==> src/rtl/autoconfig_master.sv <==
// Purpose : Zorro II autoconfig master; reads the board ID nibbles at $E8xxxx and
//           either assigns FAST_RAM_BASE to the board or shuts it up.
// Latency : ADDR/STROBE/WAIT/LATCH/NEGATE per bus cycle; WAIT lasts until DTACK_n or TIMEOUT.
// Backpressure: the responder stalls the sequence through DTACK_n; START is ignored while BUSY.
//
// Ports:
//   CPU_CLK, RESET_n          clock, async active-low reset
//   START                     one-cycle request to run the configure sequence
//   ADDRESS[23:1], AS_n, UDS_n, LDS_n, RW, DATA_OUT, DATA_OE   bus master outputs
//   DTACK_n, DATA_IN          responder acknowledge and read nibble (DATA[15:12])
//   BUSY, DONE, CONFIGURED, ERROR, BOARD_SIZE, BOARD_PRODUCT   status/results
module autoconfig_master #(
  parameter logic [7:0] FAST_RAM_BASE = 8'h20,
  parameter int         TIMEOUT       = 64
) (
  input  logic        CPU_CLK,
  input  logic        RESET_n,
  input  logic        START,
  output logic [22:0] ADDRESS,
  output logic        AS_n,
  output logic        UDS_n,
  output logic        LDS_n,
  output logic        RW,
  input  logic        DTACK_n,
  input  logic [3:0]  DATA_IN,
  output logic [3:0]  DATA_OUT,
  output logic        DATA_OE,
  output logic        BUSY,
  output logic        DONE,
  output logic        CONFIGURED,
  output logic        ERROR,
  output logic [2:0]  BOARD_SIZE,
  output logic [7:0]  BOARD_PRODUCT
);

  localparam int TW = $clog2(TIMEOUT + 1);

  typedef enum logic [2:0] {
    ST_IDLE, ST_ADDR, ST_STROBE, ST_WAIT, ST_LATCH, ST_NEGATE, ST_FINISH
  } state_t;

  typedef enum logic [2:0] {
    STEP_00, STEP_02, STEP_04, STEP_06, STEP_4A, STEP_48, STEP_4C
  } step_t;

  state_t        r_state, w_next_state;
  step_t         r_step,  w_next_step;
  logic [TW-1:0] r_tmo;
  logic [2:0]    r_n00_hi;     // er_Type[7:5] as read from $00
  logic [3:0]    r_n04;
  logic          r_cfg_ok;     // board is Zorro II memory that wants a base address
  logic          r_configured;
  logic          r_error;
  logic [2:0]    r_size;
  logic [7:0]    r_product;

  logic [6:0]    w_word;       // register offset expressed as a word address (offset[7:1])
  logic          w_is_read;
  logic [3:0]    w_wr_dat;
  logic          w_bus;
  logic          w_strobe;
  logic          w_timeout;

  // Step decode: word address, direction and write nibble of the current bus cycle.
  always_comb begin
    w_word    = 7'h00;
    w_is_read = 1'b1;
    w_wr_dat  = 4'h0;
    case (r_step)
      STEP_00: w_word = 7'h00;
      STEP_02: w_word = 7'h01;
      STEP_04: w_word = 7'h02;
      STEP_06: w_word = 7'h03;
      STEP_4A: begin w_word = 7'h25; w_is_read = 1'b0; w_wr_dat = FAST_RAM_BASE[3:0]; end
      STEP_48: begin w_word = 7'h24; w_is_read = 1'b0; w_wr_dat = FAST_RAM_BASE[7:4]; end
      STEP_4C: begin w_word = 7'h26; w_is_read = 1'b0; w_wr_dat = 4'h0; end
      default: w_word = 7'h00;
    endcase
  end

  assign w_timeout = (r_state == ST_WAIT) && DTACK_n && (r_tmo == TW'(TIMEOUT - 1));

  always_ff @(posedge CPU_CLK or negedge RESET_n) begin
    if (!RESET_n) begin
      r_state <= ST_IDLE;
      r_step  <= STEP_00;
    end else begin
      r_state <= w_next_state;
      r_step  <= w_next_step;
    end
  end

  // Next state plus all bus outputs; outputs decode from state so an async reset
  // releases the strobes and data drive without waiting for a clock.
  always_comb begin
    w_next_state = r_state;
    w_next_step  = r_step;
    case (r_state)
      ST_IDLE: begin
        if (START) begin
          w_next_state = ST_ADDR;
          w_next_step  = STEP_00;
        end
      end
      ST_ADDR:   w_next_state = ST_STROBE;
      ST_STROBE: w_next_state = ST_WAIT;
      ST_WAIT: begin
        if (!DTACK_n)       w_next_state = ST_LATCH;
        else if (w_timeout) w_next_state = ST_NEGATE;
      end
      ST_LATCH: w_next_state = ST_NEGATE;
      ST_NEGATE: begin
        if (r_error || r_step == STEP_48 || r_step == STEP_4C) begin
          w_next_state = ST_FINISH;
        end else begin
          w_next_state = ST_ADDR;
          case (r_step)
            STEP_00: w_next_step = STEP_02;
            STEP_02: w_next_step = STEP_04;
            STEP_04: w_next_step = STEP_06;
            STEP_06: w_next_step = r_cfg_ok ? STEP_4A : STEP_4C;
            STEP_4A: w_next_step = STEP_48;
            default: w_next_step = r_step;
          endcase
        end
      end
      ST_FINISH: w_next_state = ST_IDLE;
      default:   w_next_state = ST_IDLE;
    endcase
  end

  assign w_bus    = (r_state == ST_ADDR) || (r_state == ST_STROBE) || (r_state == ST_WAIT) ||
                    (r_state == ST_LATCH) || (r_state == ST_NEGATE);
  assign w_strobe = (r_state == ST_STROBE) || (r_state == ST_WAIT) || (r_state == ST_LATCH);

  // ADDRESS and RW stay valid through NEGATE; data drive drops at NEGATE.
  assign ADDRESS  = w_bus ? {8'hE8, 8'h00, w_word} : 23'h0;
  assign RW       = w_bus ? w_is_read : 1'b1;
  assign AS_n     = ~w_strobe;
  assign UDS_n    = ~w_strobe;
  assign LDS_n    = 1'b1;
  assign DATA_OE  = ~w_is_read && w_bus && (r_state != ST_NEGATE);
  assign DATA_OUT = DATA_OE ? w_wr_dat : 4'h0;
  assign BUSY     = (r_state != ST_IDLE);
  assign DONE     = (r_state == ST_FINISH);

  always_ff @(posedge CPU_CLK or negedge RESET_n) begin
    if (!RESET_n) begin
      r_tmo        <= '0;
      r_n00_hi     <= 3'h0;
      r_n04        <= 4'h0;
      r_cfg_ok     <= 1'b0;
      r_configured <= 1'b0;
      r_error      <= 1'b0;
      r_size       <= 3'h0;
      r_product    <= 8'h0;
    end else begin
      if (r_state == ST_IDLE && START) begin
        r_n00_hi     <= 3'h0;
        r_n04        <= 4'h0;
        r_cfg_ok     <= 1'b0;
        r_configured <= 1'b0;
        r_error      <= 1'b0;
        r_size       <= 3'h0;
        r_product    <= 8'h0;
      end
      if (r_state == ST_STROBE) r_tmo <= '0;
      if (r_state == ST_WAIT)   r_tmo <= r_tmo + TW'(1);
      if (w_timeout)            r_error <= 1'b1;
      if (r_state == ST_LATCH && w_is_read) begin
        case (r_step)
          STEP_00: r_n00_hi <= DATA_IN[3:1];
          STEP_02: begin
            // er_Type = {n00, n02}: bits 7:5 come from $00, size code from $02.
            r_size   <= DATA_IN[2:0];
            r_cfg_ok <= (r_n00_hi == 3'b111);
          end
          STEP_04: r_n04 <= DATA_IN;
          STEP_06: r_product <= ~{r_n04, DATA_IN};  // product nibbles are stored inverted
          default: r_n04 <= r_n04;
        endcase
      end
      if (r_state == ST_NEGATE && r_step == STEP_48 && !r_error) r_configured <= 1'b1;
    end
  end

  assign CONFIGURED    = r_configured;
  assign ERROR         = r_error;
  assign BOARD_SIZE    = r_size;
  assign BOARD_PRODUCT = r_product;

endmodule

==> config.mk <==
export PLATFORM = sky130hd
export DESIGN_NAME = autoconfig_master
export DESIGN_NICKNAME = d
export VERILOG_FILES = /design/src/rtl/autoconfig_master.sv
export SDC_FILE = /design/constraint.sdc
export NUM_CORES = 1
export LEC_CHECK = 0
export CORE_UTILIZATION = 47
export CTS_CLUSTER_SIZE = 25
export DETAILED_ROUTE_END_ITERATION = 12
export PLACE_DENSITY = 0.88
export SLEW_MARGIN = 20
export SYNTH_ARGS = -nofsm -noshare
export SYNTH_HDL_FRONTEND = slang
export SYNTH_SLANG_ARGS = --single-unit
==> constraint.sdc <==
create_clock -name CPU_CLK -period 2.2 [get_ports CPU_CLK]
set_input_delay 0.44 -clock CPU_CLK [delete_from_list [all_inputs] [get_ports CPU_CLK]]
set_output_delay 0.44 -clock CPU_CLK [all_outputs]
set_load 0.1 [all_outputs]
; Word level (Yosys, flattened, before mapping)
; Cells that the tools add are included.
[totals]
register_bits = 34
input_bits = 8
output_inout_bits = 47
[op_classes]
n_addsub = 1
eq_ne = 20
n_mux = 36
n_bitwise = 2
n_reduce_logical = 28
[ops]
columns = op, count
row1 = $mux 3, 12
row2 = $pmux 6 s6, 1
row3 = $mux 8, 3
row4 = $mux 23, 1
row5 = $eq 3x3->1 const B, 7
row6 = $pmux 3 s6, 1
row7 = $pmux 3 s5, 1
row8 = $mux 7, 2
row9 = $eq 3x2->1 const B, 4
row10 = $mux 4, 3
row11 = $logic_and 1x1->1, 8
row12 = $logic_or 1x1->1, 8
row13 = $mux 1, 8
row14 = $not 8->8, 1
row15 = $pmux 4 s2, 1
row16 = $reduce_bool 2->1, 4
row17 = $add 7x1->7 const B, 1
row18 = $eq 7x6->1 const B, 1
row19 = $eq 3x1->1 const B, 2
row20 = $logic_not 3->1, 2
row21 = $ne 3x3->1 const B, 2
row22 = $ne 6x1->1 const B, 1
row23 = $pmux 3 s2, 1
row24 = $reduce_or 3->1, 2
row25 = 8 further kinds, 10

; Logic depth before layout (Yosys ltp)
[logic_depth]
ltp_word = 8
mapped_depth = 8

; Least setup slack after synthesis
; Ideal clock, no wire load.
[synth_path]
path_type = register -> output
startpoint = reg r_state[1]
endpoint = out DATA_OE
arrival_time_ps = 4058
t_required_ps = 1760
path_slack_ps = -2298
stages_incl_launch_ff = 8
n_path_buf = 1
cell_sequence = dfrtp_1 clkbuf_1 nor3_1 inv_1 nand2_1 inv_1 nand3_1 nor2_1
[synth_between]
elab_chain_len = 7
word_cells_on_any_way = 12
cone_classes = eq/ne: 6 / reduce/logical: 6
[synth_rtl]
columns = item, line
row1 = "start, declared", 46  ; state_t r_state, w_next_state;
row2 = "start signal, assigned", 88  ; r_state <= w_next_state;
row3 = $eq 3x1->1 / $eq 3x2->1 (equally long branches), 132  ; assign w_bus = (r_state == ST_ADDR) || (r_state == ST_STROBE) || (r_state == ST_WAIT) ||
row4 = $logic_or 1x1->1 (3 in a row), 132
row5 = $logic_or 1x1->1 *, 133  ; (r_state == ST_LATCH) || (r_state == ST_NEGATE);
row6 = via w_bus, 60  ; logic w_bus;
row7 = $logic_and 1x1->1 * (2 in a row), 142  ; assign DATA_OE = ~w_is_read && w_bus && (r_state != ST_NEGATE);
row8 = "end, declared", 27  ; output logic DATA_OE,
; The timed path passes the listed nets; every way through them passes the cells marked *.

; Worst setup path in the final report
[layout_path]
startpoint = reg r_state[1]
endpoint = out DATA_OE
[layout_between]
elab_chain_len = 7
word_cells_on_any_way = 12
cone_classes = eq/ne: 6 / reduce/logical: 6
[layout_rtl]
columns = item, line
row1 = $eq 3x1->1 / $eq 3x2->1 (equally long branches), 132
row2 = $logic_or 1x1->1 (3 in a row), 132
row3 = $logic_or 1x1->1, 133
row4 = $logic_and 1x1->1, 142
row5 = $logic_and 1x1->1 *, 142
; Mark *: on every way between the ends. The rest lies on a longest branch, timed or not.

==> impl_metrics.py <==
metrics = {
    "outcome": {
        "status": "completed",
    },
    "power_and_ir_drop": {
        "power_switching_mw": 2.07,
        "clkPwrFrac_pct": 14.1,
        "total_power_mw": 4.06,
        "power_density_nw_per_um2": 1610,
        "p_seq_share_pct": 22.8,
        "p_int_mw": 2.00,
        "p_comb_share_pct": 63.1,
        "leakage_nw": 1.19,
        "swShare_pct": 50.9,
        "ir_drop_uv": 798,
    },
    "global_route": {
        "grt_use_total_pct": 21.0,
        "grt_pass1_vias": 1397,
        "grt_antenna_before_repair": 0,
        "grt_max_degree": 35,
        "grt.overflow.total": 0,
        "grt_pass1_wl_um": 6430,
    },
    "final_layout": {
        "antenna-diode-count": 0,
        "stdcell_area_um2": 2530,
        "final_nets": 242,
        "final_layout_size_suffix_gt1_share_pct": 32.2,
        "instances_no_fill": 281,
        "area_delta_synth_final_pct": 38.7,
        "final_util_pct": 68.6,
    },
    "setup_path": {
        "crit_type": "reg2out",
        "worstPathRequired_ps": 1760,
        "worst_setup_path_start_kind": "flop",
        "worst-path-max-fanout": 5,
        "arrival_ps": 1710,
        "reg2reg_depth": 5,
        "critPathCaptureType": "output port",
    },
    "place": {
        "io_buffer_count": 35,
        "placed_area_um2": 2310,
        "placedCellCount": 263,
        "place_hpwl_um": 2760,
        "place_congestion": 0.798,
    },
    "yosys": {
        "synth_seq_cells": 34,
        "synth_edf_count": 0,
        "synth_most_common_cell": "dfrtp_1",
        "yosysSeqAreaShare_pct": 46.7,
        "avgSynthCellArea_um2": 9.59,
        "synth_top_cells_by_count": "dfrtp_1 (34), buf_4 (25), nand2_1 (21)",
        "syn_area_um2": 1820,
        "netlist_instances": 190,
        "synth_ff_type": "dfrtp_1",
        "async_flop_share_pct": 100,
        "synthDistinctLibCells": 39,
        "yosys_warnings": 0,
        "synthDominantCellAreaShare_pct": 46.7,
        "synth_area_leaders": "dfrtp_1 (47%), buf_4 (10%), a22o_1 (6.2%)",
        "yosys.area.top_type": "dfrtp_1",
    },
    "clock_network": {
        "cts_hold_buf": 0,
        "cts_inserted_buffers": 5,
        "cts.sinks": 34,
        "clk_latency_ps": 280,
        "cts_buffer_depth": 2,
        "clock-root-buffer": "clkbuf_8",
        "clk_pin_slew_ps": 70,
        "cts_tree": "built",
        "htreeDepth": 2,
    },
    "detailed_routing": {
        "drt_wl_total_um": 3820,
        "drt-initial-drc-count": 87,
        "detail_route.wl_per_cell_um": 13.6,
        "drc": 0,
        "antenna_left": 0,
        "drtPass1Iterations": 4,
        "avgViaCountPerCell": 5.36,
        "vias": 1506,
    },
    "timing": {
        "worst_slew_pin_slew_ps": 485,
        "fin_skew_ps": 5.32,
        "slew_violations": 0,
        "min_period_over_period_pct": 97.7,
        "hold_viol": 0,
        "setup_viol": 0,
        "min_period_ps": 2150,
        "fmax_ghz": 0.465,
        "slew_headroom_pct": 67.2,
    },
    "floorplanning": {
        "dieArea_um2": 4130,
        "row_count": 22,
        "start_util_pct": 49.4,
        "die_w_um": 64.3,
        "fp.dieH_um": 64.3,
        "coreArea_um2": 3690,
        "ios": 55,
    },
    "run": {
        "maxCapViolCount": 0,
    },
    "worst_hold_path": {
        "hp-class": "reg2reg",
        "whs_path_depth": 1,
    },
}
-- metrics by stage --
| stage | hold slack, ps | setup TNS, ps | worst slack, ps |
|---|---|---|---|
| finish | 453 | 0 | 50.3 |
| global route | 463 | -14.1 | -9.71 |
| CTS | 455 | 0 | 8.10 |
| detailed placement | 448 | 0 | 141 |
| global placement | 435 | 0 | 238 |
| floorplan | 144 | -1390 | -539 |
-- critical path, cell delays in order (launching register included) --
cell and delay (ps):
dfrtp_2 440, buf_4 160, nand2_2 150, nand2_8 90, clkinv_8 60, nand3_4 80
buf_4 150, nor2_4 110, buf_12 180
-- state kept, by name (all words and copies together), names as in the netlist, 3 cells and up --
signal and cells:
r_n00_hi 3, BOARD_SIZE 3, r_step 3, r_tmo 7, r_n04 4, BOARD_PRODUCT 8, r_state 3
-- timing repair --
action                                  4_1_cts  5_1_grt
endpoints found under the setup margin        5        3
gates resized for setup                       3        6
pin swaps                                     1        2
setup buffers                                 5        6
gates cloned                                  0        0
-- power groups by stage --
stage	registers, mW	clock network (mW)	logic, mW
floorplan	1.01	0	1.76
global route	0.950	0.624	2.68
detailed placement	0.963	0	2.34
CTS	0.925	0.583	2.43
finish	0.927	0.574	2.56
global placement	0.949	0	2.30
-- cell usage in the layout (no fill, tap or decap), types with 2 or more instances in the layout --
master            n
buf_4            32
dfrtp_1          31
nand2_1          19
conb_1           19
buf_12           15
a22o_1           13
nor2_1           11
o2bb2ai_1         8
a21oi_1           7
o21ai_0           7
clkdlybuf4s50_1   7
clkbuf_8          6
nand3_1           4
nor3_1            3
nand2b_1          3
nor2b_1           3
o31ai_1           3
inv_1             3
dfrtp_2           3
nor2_2            2
mux2i_1           2
-- layer usage --
metal	track usage, %	part of all wire, %	vias to the layer above
met5	0	0	-
met4	12.2	2.4	0
met3	5.36	5.4	7
met2	32.1	49	63
met1	26.8	44	726
li1	-	-	710
-- cells by family after synthesis --
kind of cell | count (synthesis) | share of synthesized area (%)
fa+ha+maj | 1 | 0.686
buf+inv | 41 | 14.9
compound gates | 47 | 19.1
simple gates | 62 | 16.5
other cells | 2 | 0.412
flops | 34 | 46.7
mux | 3 | 1.72
-- final cells by class --
cell class,instances,area [µm²]
clock buffer,6,82.6
clock inverter,1,30.0
fill,290,1160
inverter,6,52.6
multi-input combinational,132,838
sequential,34,855
tap,48,60.1
timing repair buffer,54,611
-- final timing paths --
kind                                              end                    from  slack, ps
setup reg to reg                r_step[0]$_DFFE_PN0P_  r_state[0]$_DFFE_PN0P_        320
max in group asynchronous      r_state[1]$_DFFE_PN0P_                 RESET_n       1320
setup / recovery                              DATA_OE  r_state[1]$_DFFE_PN0P_         50
min in group asynchronous  BOARD_PRODUCT[2]$_DFF_PN0_                 RESET_n        570
hold reg to reg            BOARD_PRODUCT[4]$_DFF_PN0_    r_n04[0]$_DFFE_PN0P_        450
hold / removal             BOARD_PRODUCT[4]$_DFF_PN0_    r_n04[0]$_DFFE_PN0P_        450
(Power assumes the default switching activity.)
